--- config.mk ---
export PLATFORM = sky130hd
export DESIGN_NAME = tx_beamform_flat
export DESIGN_NICKNAME = d
export VERILOG_FILES = /design/src/rtl/tx_beamform_if.sv /design/src/rtl/tx_beamform.sv /design/src/flat_wrapper.sv
export SDC_FILE = /design/constraint.sdc
export NUM_CORES = 1
export LEC_CHECK = 0
export CAP_MARGIN = 25
export CORE_ASPECT_RATIO = 2
export CORE_MARGIN = 2
export CORE_UTILIZATION = 35
export CTS_CLUSTER_DIAMETER = 150
export DETAILED_ROUTE_END_ITERATION = 8
export DONT_BUFFER_PORTS = 1
export PLACE_DENSITY = 0.47
export REMOVE_ABC_BUFFERS = 1
export SLEW_MARGIN = 5
export SYNTH_ARGS = -nofsm -noshare
export SYNTH_HDL_FRONTEND = slang
export SYNTH_SLANG_ARGS = --single-unit
--- constraint.sdc ---
create_clock -name AD_CLK -period 6.2 [get_ports AD_CLK]
set_input_delay 0.31 -clock AD_CLK [delete_from_list [all_inputs] [get_ports AD_CLK]]
set_output_delay 0.31 -clock AD_CLK [all_outputs]
set_load 0.02 [all_outputs]
--- src/rtl/tx_beamform_if.sv ---
// Control and pulser-drive bundle between a line sequencer and the transmit beamformer.
// Signal names follow the pulser board's established naming.
interface tx_beamform_if;
  logic       Tx_Start;
  logic [1:0] Focus_Num;
  logic [7:0] Line_Num;
  logic [7:0] Ch_Mask;
  logic [7:0] Tx_P;
  logic [7:0] Tx_N;
  logic       Sample_Gate;
  logic       RX_Gate;
  logic [7:0] Tx_Line;
  logic       Tx_Busy;
  logic       Tx_Done;

  modport master (
    output Tx_Start, Focus_Num, Line_Num, Ch_Mask,
    input  Tx_P, Tx_N, Sample_Gate, RX_Gate, Tx_Line, Tx_Busy, Tx_Done
  );

  modport slave (
    input  Tx_Start, Focus_Num, Line_Num, Ch_Mask,
    output Tx_P, Tx_N, Sample_Gate, RX_Gate, Tx_Line, Tx_Busy, Tx_Done
  );
endinterface

--- src/rtl/tx_beamform.sv ---
// Eight-channel transmit beamformer: fires one delayed bipolar burst per channel
// per line, with receive restart pulses aligned to the start of the fire window.
module tx_beamform #(
  parameter int unsigned HALF_PERIOD   = 4,
  parameter int unsigned N_CYCLES      = 2,
  parameter logic [63:0] DELAY_CENTER  = 64'h00020406080A0C0E,
  parameter logic [63:0] DELAY_OUTSIDE = 64'h1014181C20242830
) (
  input  logic        AD_CLK,
  input  logic        Rst,
  tx_beamform_if.slave bus
);
  localparam int unsigned BURST_LEN = 2 * HALF_PERIOD * N_CYCLES;
  localparam int unsigned FIRE_WIN  = 256 + BURST_LEN;
  localparam logic [9:0]  T_LAST    = 10'(FIRE_WIN - 1);
  localparam logic [9:0]  BURST_W   = 10'(BURST_LEN);
  localparam logic [9:0]  HALF_W    = 10'(HALF_PERIOD);

  typedef enum logic [1:0] {IDLE, LOAD, FIRE, DONE} state_e;

  state_e      state_q, state_d;
  logic [9:0]  t_q, t_d;
  logic [1:0]  focus_q, focus_d;
  logic [7:0]  line_q, line_d;
  logic [7:0]  mask_q, mask_d;
  logic [63:0] delay_q, delay_d;
  // Pipeline stage between the timer and the output registers.
  logic        act_q, act_d;
  logic [9:0]  tp_q, tp_d;
  logic [7:0]  tx_p_q, tx_p_d;
  logic [7:0]  tx_n_q, tx_n_d;
  logic        gate_q, gate_d;
  logic        busy_q, busy_d;
  logic        done_q, done_d;

  // NOTE: every variable gets a default at the top of always_comb so no path leaves it unassigned (no latch).
  always_comb begin
    state_d = state_q;
    t_d     = t_q;
    focus_d = focus_q;
    line_d  = line_q;
    mask_d  = mask_q;
    delay_d = delay_q;

    unique case (state_q)
      IDLE: if (bus.Tx_Start) begin
        state_d = LOAD;
        focus_d = bus.Focus_Num;
        line_d  = bus.Line_Num;
        mask_d  = bus.Ch_Mask;
      end
      LOAD: begin
        state_d = FIRE;
        t_d     = '0;
        delay_d = (focus_q == 2'b10) ? DELAY_OUTSIDE : DELAY_CENTER;
      end
      FIRE: begin
        if (t_q == T_LAST) begin
          state_d = DONE;
          t_d     = '0;
        end else begin
          t_d = t_q + 10'd1;
        end
      end
      DONE: state_d = IDLE;
      default: state_d = IDLE;
    endcase

    act_d  = (state_q == FIRE);
    tp_d   = t_q;
    gate_d = act_q && (tp_q == '0);
    busy_d = (state_q != IDLE);
    done_d = (state_q == DONE);
  end

  // Per-channel burst shaping from the pipelined timer value.
  always_comb begin
    logic [9:0] d_w;
    logic [9:0] p_w;
    logic [9:0] q_w;
    tx_p_d = '0;
    tx_n_d = '0;
    d_w    = '0;
    p_w    = '0;
    q_w    = '0;
    for (int i = 0; i < 8; i++) begin
      d_w = {2'b00, delay_q[63-8*i -: 8]};
      p_w = tp_q - d_w;
      q_w = p_w / HALF_W;
      if (act_q && mask_q[7-i] && (tp_q >= d_w) && (p_w < BURST_W)) begin
        if (q_w[0]) tx_n_d[7-i] = 1'b1;
        else        tx_p_d[7-i] = 1'b1;
      end
    end
  end

  // NOTE: sequential state uses non-blocking assignments so every flop samples pre-edge values.
  always_ff @(posedge AD_CLK) begin
    if (Rst) begin
      state_q <= IDLE;
      t_q     <= '0;
      focus_q <= '0;
      line_q  <= '0;
      mask_q  <= '0;
      act_q   <= 1'b0;
      tp_q    <= '0;
      tx_p_q  <= '0;
      tx_n_q  <= '0;
      gate_q  <= 1'b0;
      busy_q  <= 1'b0;
      done_q  <= 1'b0;
    end else begin
      state_q <= state_d;
      t_q     <= t_d;
      focus_q <= focus_d;
      line_q  <= line_d;
      mask_q  <= mask_d;
      act_q   <= act_d;
      tp_q    <= tp_d;
      tx_p_q  <= tx_p_d;
      tx_n_q  <= tx_n_d;
      gate_q  <= gate_d;
      busy_q  <= busy_d;
      done_q  <= done_d;
    end
  end

  // NOTE: delay_q is always written in LOAD before FIRE reads it, so it carries no reset.
  always_ff @(posedge AD_CLK) begin
    delay_q <= delay_d;
  end

  assign bus.Tx_P        = tx_p_q;
  assign bus.Tx_N        = tx_n_q;
  assign bus.Sample_Gate = gate_q;
  assign bus.RX_Gate     = gate_q;
  assign bus.Tx_Line     = line_q;
  assign bus.Tx_Busy     = busy_q;
  assign bus.Tx_Done     = done_q;
endmodule
--- src/flat_wrapper.sv ---
// flat-port wrapper written by rule: the top's interface ports become plain ports
module tx_beamform_flat 
#(
  parameter int unsigned HALF_PERIOD   = 4,
  parameter int unsigned N_CYCLES      = 2,
  parameter logic [63:0] DELAY_CENTER  = 64'h00020406080A0C0E,
  parameter logic [63:0] DELAY_OUTSIDE = 64'h1014181C20242830
)
  (AD_CLK, Rst, bus_Tx_Start, bus_Focus_Num, bus_Line_Num, bus_Ch_Mask, bus_Tx_P, bus_Tx_N, bus_Sample_Gate, bus_RX_Gate, bus_Tx_Line, bus_Tx_Busy, bus_Tx_Done);
  tx_beamform_if bus_i ();
  input  logic AD_CLK;
  input  logic Rst;
  input wire logic [$bits(bus_i.Tx_Start)-1:0] bus_Tx_Start;
  input wire logic [$bits(bus_i.Focus_Num)-1:0] bus_Focus_Num;
  input wire logic [$bits(bus_i.Line_Num)-1:0] bus_Line_Num;
  input wire logic [$bits(bus_i.Ch_Mask)-1:0] bus_Ch_Mask;
  output wire logic [$bits(bus_i.Tx_P)-1:0] bus_Tx_P;
  output wire logic [$bits(bus_i.Tx_N)-1:0] bus_Tx_N;
  output wire logic [$bits(bus_i.Sample_Gate)-1:0] bus_Sample_Gate;
  output wire logic [$bits(bus_i.RX_Gate)-1:0] bus_RX_Gate;
  output wire logic [$bits(bus_i.Tx_Line)-1:0] bus_Tx_Line;
  output wire logic [$bits(bus_i.Tx_Busy)-1:0] bus_Tx_Busy;
  output wire logic [$bits(bus_i.Tx_Done)-1:0] bus_Tx_Done;
  assign bus_i.Tx_Start = bus_Tx_Start;
  assign bus_i.Focus_Num = bus_Focus_Num;
  assign bus_i.Line_Num = bus_Line_Num;
  assign bus_i.Ch_Mask = bus_Ch_Mask;
  assign bus_Tx_P = bus_i.Tx_P;
  assign bus_Tx_N = bus_i.Tx_N;
  assign bus_Sample_Gate = bus_i.Sample_Gate;
  assign bus_RX_Gate = bus_i.RX_Gate;
  assign bus_Tx_Line = bus_i.Tx_Line;
  assign bus_Tx_Busy = bus_i.Tx_Busy;
  assign bus_Tx_Done = bus_i.Tx_Done;
  tx_beamform #(.HALF_PERIOD(HALF_PERIOD), .N_CYCLES(N_CYCLES), .DELAY_CENTER(DELAY_CENTER), .DELAY_OUTSIDE(DELAY_OUTSIDE)) u_core (.AD_CLK(AD_CLK), .Rst(Rst), .bus(bus_i));
endmodule
==> flow_summary_export.csv, run 1 <==
group,metric,value,unit
worst_setup_path,max_stage_delay,520,ps
sta,setup_viol,0,
worst_setup_path,critical-path-top-delay-family,"simple AND/OR/NAND/NOR gates",
global_routing,grt_pass1_wl,11800,um
cts,postCtsHoldBufs,0,
synthesis,syn_area,3100,um2
place,gp_congestion,0.918,
route,vias_per_cell,5.24,
cells_and_area,final_area,3460,um2
worst_setup_path,required,6450,ps
floorplanning,die_h,137,um
worst_setup_path,cp.arrival,2810,ps
cts,clk_latency,330,ps
worst_setup_path,critPathCaptureType,"register",
synthesis,yosys_warnings,0,
worst_setup_path,cp-start-kind,"register",
worst_setup_path,ff2ff_setup_slack,3650,ps
pwr,power.density,379,nW/um2
synthesis,synth_common_cells,"dfxtp_1 (60), nand2_1 (52), nor2_1 (31)",
place,dpl_cell_area,3140,um2
status,status,"completed",
route,post_drt_wl_per_cell,16.8,um
worst_setup_path,worst-path-max-fanout,5,
floorplanning,start_util,36.1,%
floorplanning,core.rowCount,48,
cells_and_area,drive_gt1_share,7.61,%
cts,numCtsBuffers,9,
route,dr_wl_met2,4300,um
cells_and_area,antenna_cells,0,
place,portBuffers,0,
synthesis,syn_inst,356,
pwr,cellLeakagePower,1.37,nW
floorplanning,die-area,9670,um2
sta,slew_headroom,49.7,%
min_path,min_to,"u_core.bus.Tx_Line[7]$_SDFFE_PP0P_",
cts,cts_setup_buffers,0,
cts,max-clock-path-buffers,2,
sta,rsz0062_at_grt,"no",
synthesis,postSynth.asyncResetShare,0,%
worst_setup_path,worstRegToRegCells,8,
floorplanning,die_w,70.5,um
route,top_layer_used,"met4",
sta,skew,3.52,ps
synthesis,syn-mean-instance-area,8.70,um2
worst_setup_path,path_class,"reg2reg",
global_routing,grt_overflow,0,
global_routing,grt_pass1_vias,2337,
worst_setup_path,crit_slowest_cell,"or4b_1",
synthesis,synth_top_area_share,38.8,%
synthesis,synthMostInstantiatedCell,"dfxtp_1",
cts,cts.clk_slew.worst_paths,60,ps
job,drv_cap,0,
synthesis,synth_flop_cell,"dfxtp_1",
sta,drv_slew,0,
min_path,hold_start,"Rst",
worst_setup_path,r2r_start,"u_core.delay_q[49]$_DFFE_PN_",
floorplanning,core,8590,um2
worst_setup_path,worstReg2RegEnd,"u_core.bus.Tx_N[0]$_SDFF_PP0_",
min_path,hold_depth,1,
place,post-dp-hpwl,5750,um
route,ant_nets,0,
floorplanning,ioPinCount,49,
route,dr.pass1.iters,4,
cells_and_area,nets,392,
route,met1_length,2750,um
synthesis,yosysUniqueCellTypes,65,
cells_and_area,fin_util,40.3,%
cells_and_area,syn_to_final_growth,11.7,%
synthesis,seq_area_frac_synth,40.7,%
global_routing,grt_max_degree,37,
pwr,power,0.00131,W
worst_setup_path,crit_buf_inv,1,
sta,fmax,392,MHz
global_routing,antenna_found_initial,0,
route,route.detailed.drc,0,
synthesis,synth_largest_area_cell,"dfxtp_1",
synthesis,synth-seq-cells,62,
cts,cts_tree,"built",
route,routed_wl,7640,um
cts,cts_resized,0,
min_path,hold_path_class,"in2reg",
route,drtIter0Drc,146,
cts,ctsRootBufferMaster,"clkbuf_16",
sta,tightestPinTransition,753,ps
cts,htree_levels,3,
route,vias,2382,
synthesis,synth_area_leaders,"dfxtp_1 (39%), ha_1 (7.7%), nand2_1 (6.3%), a21oi_1 (4.5%), nor2_1 (3.8%)",
route,route.met3.wl,271,um
sta,fin_crit_sh,41.2,%
global_routing,track_usage,16.4,%
synthesis,synth_edf_count,2,
pwr,ir_worst_vdd,0.000269,V
sta,finalCriticalPeriod,2550,ps
worst_setup_path,cp_cell_sequence,"ha_1 > inv_1 > fa_1 > a211oi_2 > o21ba_2 > o32ai_1 > or4b_1 > nor4b_2",
sta,fin_tns_setup,0,ps
sta,hold_violations,0,
cts,cts_sinks,62,
metrics by stage:
| step | cells | worst slack, ps | hold slack [ps] |
|---|---|---|---|
| 6_report | 455 | 3650 | 37.0 |
| 5_1_grt | 455 | 3480 | 21.4 |
| 2_1_floorplan | 339 | 3870 | 376 |
| 4_1_cts | 455 | 3610 | 24.7 |
| 3_3_place_gp | 439 | 3630 | 383 |
| 3_5_place_dp | 439 | 3620 | 385 |
report_power, final:
| part | leakage (nW) | switching, W | internal [W] |
|---|---|---|---|
| combinational | 0.706 | 0.000173 | 0.000103 |
| sequential | 0.504 | 0.0000472 | 0.000444 |
| clock | 0.161 | 0.000202 | 0.000342 |
layout by cell type (no fill, tap or decap), types with 3 or more instances in the layout:
master	count
dfxtp_1	60
nand2_1	52
nor2_1	31
a21oi_1	28
ha_1	19
nor2b_1	18
inv_1	18
xor2_1	10
clkbuf_16	10
o21ai_0	9
xnor2_1	9
and3_1	8
nand2b_1	6
and2_1	5
nand3_1	5
nor3_1	4
nand4_1	3
or4_1	3
nand3b_1	3
layer usage:
metal,global-route usage [%],vias to the layer above
li1,-,1197
met1,15.6,1099
met2,30.6,68
met3,3.76,18
met4,10.7,0
met5,0,-
worst max-delay path by stage:
stage,start,endpoint,cells past startpoint
2_1_floorplan,u_core.delay_q[49]$_DFFE_PN_,u_core.bus.Tx_N[0]$_SDFF_PP0_,8
3_5_place_dp,u_core.tp_q[2]$_SDFF_PP0_,u_core.bus.Tx_N[0]$_SDFF_PP0_,7
4_1_cts,u_core.tp_q[2]$_SDFF_PP0_,u_core.bus.Tx_N[0]$_SDFF_PP0_,7
5_1_grt,u_core.tp_q[2]$_SDFF_PP0_,u_core.bus.Tx_N[0]$_SDFF_PP0_,7
6_report,u_core.delay_q[49]$_DFFE_PN_,u_core.bus.Tx_N[0]$_SDFF_PP0_,8
3_3_place_gp,u_core.tp_q[2]$_SDFF_PP0_,u_core.bus.Tx_N[0]$_SDFF_PP0_,7
flip-flops by register name, indices dropped and copies added, names as in the netlist, 2 cells and up:
name,flops
u_core.tp_q,10
u_core.t_q,10
u_core.focus_q,2
u_core.delay_q,2
u_core.mask_q,8
u_core.bus.Tx_P,8
u_core.bus.Tx_N,8
u_core.state_q,2
u_core.bus.Tx_Line,8
cells by family after synthesis:
group	share of synthesized area, %
simple gates	26.1
flops	40.7
compound gates	13.2
buf+inv	5.01
fa+ha+maj	8.97
xor+xnor	5.37
mux	0.646
layout make-up:
type / count / area (um2)
clock buffer: 10 / 250
fill: 873 / 5130
inverter: 18 / 67.6
multi-input combinational: 259 / 1680
sequential: 62 / 1260
clock inverter: 6 / 73.8
tap: 100 / 125
worst reg2reg max path: stages (launching register included):
cell and delay [ps]:
edfxtp_1 430, ha_1 220, inv_1 100, fa_1 410, a211oi_2 300, o21ba_2 180, o32ai_1 50, or4b_1 520
nor4b_2 250
No activity file was read; power rests on OpenSTA's default activity.
==> run 2: changes to the inputs <==
- ABC_AREA: unset -> 1
- PLACE_DENSITY: 0.47 -> 0.49
- clock period: 6.2 -> 2.2 ns (I/O delays scaled with it)
==> flow_summary_export.csv, run 2 <==
group,metric,value,unit
floorplanning,die_w,71.3,um
cts,max-clock-path-buffers,2,
synthesis,synthMostInstantiatedCell,"nor2_1",
global_routing,track_usage,19.0,%
place,gp_congestion,0.973,
worst_setup_path,cpMostUsedCell,"nand2_1",
min_path,hold_depth,2,
worst_setup_path,max_stage_delay,430,ps
cts,cts_sinks,62,
pwr,p_switching,0.00131,W
sta,drv_slew,0,
synthesis,synth_flop_cell,"dfxtp_1",
synthesis,synth_area_leaders,"dfxtp_1 (38%), nor2_1 (9.7%), nand2_1 (8.3%), ha_1 (7.5%), inv_1 (5.9%)",
route,vias,2849,
global_routing,grt_pass1_vias,2823,
cts,cts.clk_slew.worst_paths,50,ps
floorplanning,ioPinCount,49,
synthesis,synth-seq-cells,62,
sta,setup_viol,0,
worst_setup_path,cp_num_cells,13,
route,vias_per_cell,4.96,
cells_and_area,nets,509,
synthesis,postSynth.asyncResetShare,0,%
global_routing,antenna_found_initial,0,
pwr,ir_worst_vdd,0.000538,V
cts,ctsRootBufferMaster,"clkbuf_16",
place,portBuffers,0,
route,dr.pass1.iters,4,
sta,worst_slack,212,ps
pwr,pwr-share-comb,24.0,%
pwr,cellLeakagePower,1.76,nW
worst_setup_path,crit_slowest_cell,"edfxtp_1",
synthesis,seq_area_frac_synth,39.8,%
worst_setup_path,worstRegToRegCells,13,
pwr,power.density,1020,nW/um2
route,post_drt_wl_per_cell,15.5,um
cts,cts_resized,0,
pwr,power.internal,0.00261,W
cells_and_area,syn_to_final_growth,20.8,%
route,route.detailed.drc,0,
sta,skew,7.09,ps
sta,finalCriticalPeriod,1990,ps
cts,numCtsBuffers,9,
worst_setup_path,required,2470,ps
cells_and_area,drive_gt1_share,11.7,%
min_path,hold_path_class,"in2reg",
place,pre_cts_ws,168,ps
cells_and_area,num-fill-cells,909,
worst_setup_path,crit_buf_inv,2,
synthesis,synth_edf_count,2,
route,drtIter0Drc,152,
floorplanning,start_util,35.6,%
global_routing,grt_overflow,0,
job,drv_cap,0,
worst_setup_path,path_class,"reg2reg",
sta,tightestPinTransition,597,ps
synthesis,yosys_warnings,0,
worst_setup_path,critical-path-top-delay-family,"simple AND/OR/NAND/NOR gates",
floorplanning,core,8890,um2
sta,fin_crit_sh,90.3,%
sta,slew_headroom,60.1,%
route,routed_wl,8920,um
pwr,pwr-share-seq,36.3,%
synthesis,synth_common_cells,"nor2_1 (82), nand2_1 (70), dfxtp_1 (60)",
worst_setup_path,cp-start-kind,"register",
global_routing,grt_pass1_wl,14200,um
worst_setup_path,cp.arrival,2260,ps
worst_setup_path,cp_cell_sequence,"ha_1 > fa_1 > inv_1 > nand2_1 > nand2_1 > nand2_1 > nand2_1 > nand2_1 > nand2_1 > inv_1 > nor2_1 > nand4_1 > nor2_1",
route,ant_nets,0,
sta,fin_tns_setup,0,ps
cts,htree_levels,3,
worst_setup_path,critPathCaptureType,"register",
cells_and_area,final_cell_mix,"nor2_1 (82), nand2_1 (70), dfxtp_1 (60)",
status,status,"completed",
worst_setup_path,worst-path-max-fanout,4,
pwr,power.clock.fraction,39.8,%
sta,fmax,503,MHz
synthesis,syn_area,3170,um2
synthesis,syn-mean-instance-area,7.23,um2
synthesis,yosysUniqueCellTypes,36,
cts,clk_latency,330,ps
synthesis,synth_largest_area_cell,"dfxtp_1",
sta,hold_violations,0,
cells_and_area,top_regs,"u_core.t_q (10), u_core.tp_q (10)",
cells_and_area,antenna_cells,0,
floorplanning,die-area,9870,um2
cells_and_area,layout_commonest_cell,"nor2_1",
global_routing,grt_max_degree,26,
cts,cts_tree,"built",
floorplanning,die_h,139,um
floorplanning,core.rowCount,49,
pwr,sw_frac_of_total,33.3,%
place,post-dp-hpwl,6830,um
synthesis,synth_top_area_share,37.9,%
synthesis,syn_inst,438,
run 2: cell count changes after synthesis, sizes merged, moves of 6 or more:
cell / previous run / this run
a21oi: 28 / 17
nor3: 4 / 10
nor2b: 19 / 0
nand2: 53 / 79
o21ai: 9 / 34
and3: 8 / 0
nand3: 5 / 34
xnor2: 9 / 1
inv: 18 / 60
xor2: 10 / 3
nand2b: 6 / 0
nor2: 32 / 87
run 2: worst paths after layout:
| kind | start | to | slack, ps |
|---|---|---|---|
| worst min-delay path | bus_Tx_Start | u_core.state_q[1]$_SDFFE_PP0P_ | 80 |
| worst max-delay path | u_core.delay_q[49]$_DFFE_PN_ | u_core.bus.Tx_P[2]$_SDFF_PP0_ | 210 |
| worst max register to register | u_core.delay_q[49]$_DFFE_PN_ | u_core.bus.Tx_P[2]$_SDFF_PP0_ | 210 |
| worst min register to register | u_core.t_q[4]$_SDFFE_PP0P_ | u_core.tp_q[4]$_SDFF_PP0_ | 460 |
run 2: metal layers:
layer  share of wire, %  up-vias  track usage (%)
met5                  0        -                0
met4                5.5        0             13.3
met3                2.3       26             2.77
met2                 56       64             34.7
met1                 36     1293             18.7
li1                   -     1466                -
run 2: per-stage QoR:
stage | total power, W | hold WS (ps) | std cells | instance area [um2] | util (%)
floorplan | 0.00207 | 181 | 428 | 3110 | -
global route | 0.00414 | 124 | 574 | 3830 | 43.0
CTS | 0.00396 | 79.0 | 572 | 3810 | 42.9
global placement | 0.00234 | 188 | 537 | 3290 | 37.0
detailed placement | 0.00236 | 188 | 537 | 3290 | 37.0
finish | 0.00392 | 82.1 | 574 | 3830 | 43.0
run 2: logic make-up after synthesis:
group                    count (synthesis)  share of synthesized area (%)
AO/OA/AOI/OAI                           56                           9.48
XOR/XNOR                                 4                           1.11
adder cells (fa/ha/maj)                 21                           8.77
AND/OR/NAND/NOR                        225                           31.8
flip-flops                              62                           39.8
buffers and inverters                   70                           9.01
run 2: final cells by class:
cell class,count,area [um2],share of cell area (%)
clock buffers,12,278,7.26
clock inverters,4,56.3,1.47
inverters,60,225,5.89
multi-input cells,306,1620,42.3
flip-flops and latches,62,1260,33.0
well taps,102,128,3.34
repair buffers,28,258,6.74
run 2: timing repair:
action	in CTS	in global routing
buffers inserted	0	2
hold endpoints to repair	32	0
setup endpoints to repair	0	2
hold buffers	19	0
run 2: power groups by stage:
stage          clock [W]  sequential (W)  combinational [W]
2_1_floorplan          0         0.00142           0.000645
3_3_place_gp           0         0.00144           0.000900
3_5_place_dp           0         0.00145           0.000907
4_1_cts          0.00159         0.00142           0.000943
5_1_grt          0.00164         0.00144            0.00107
6_report         0.00156         0.00142           0.000939
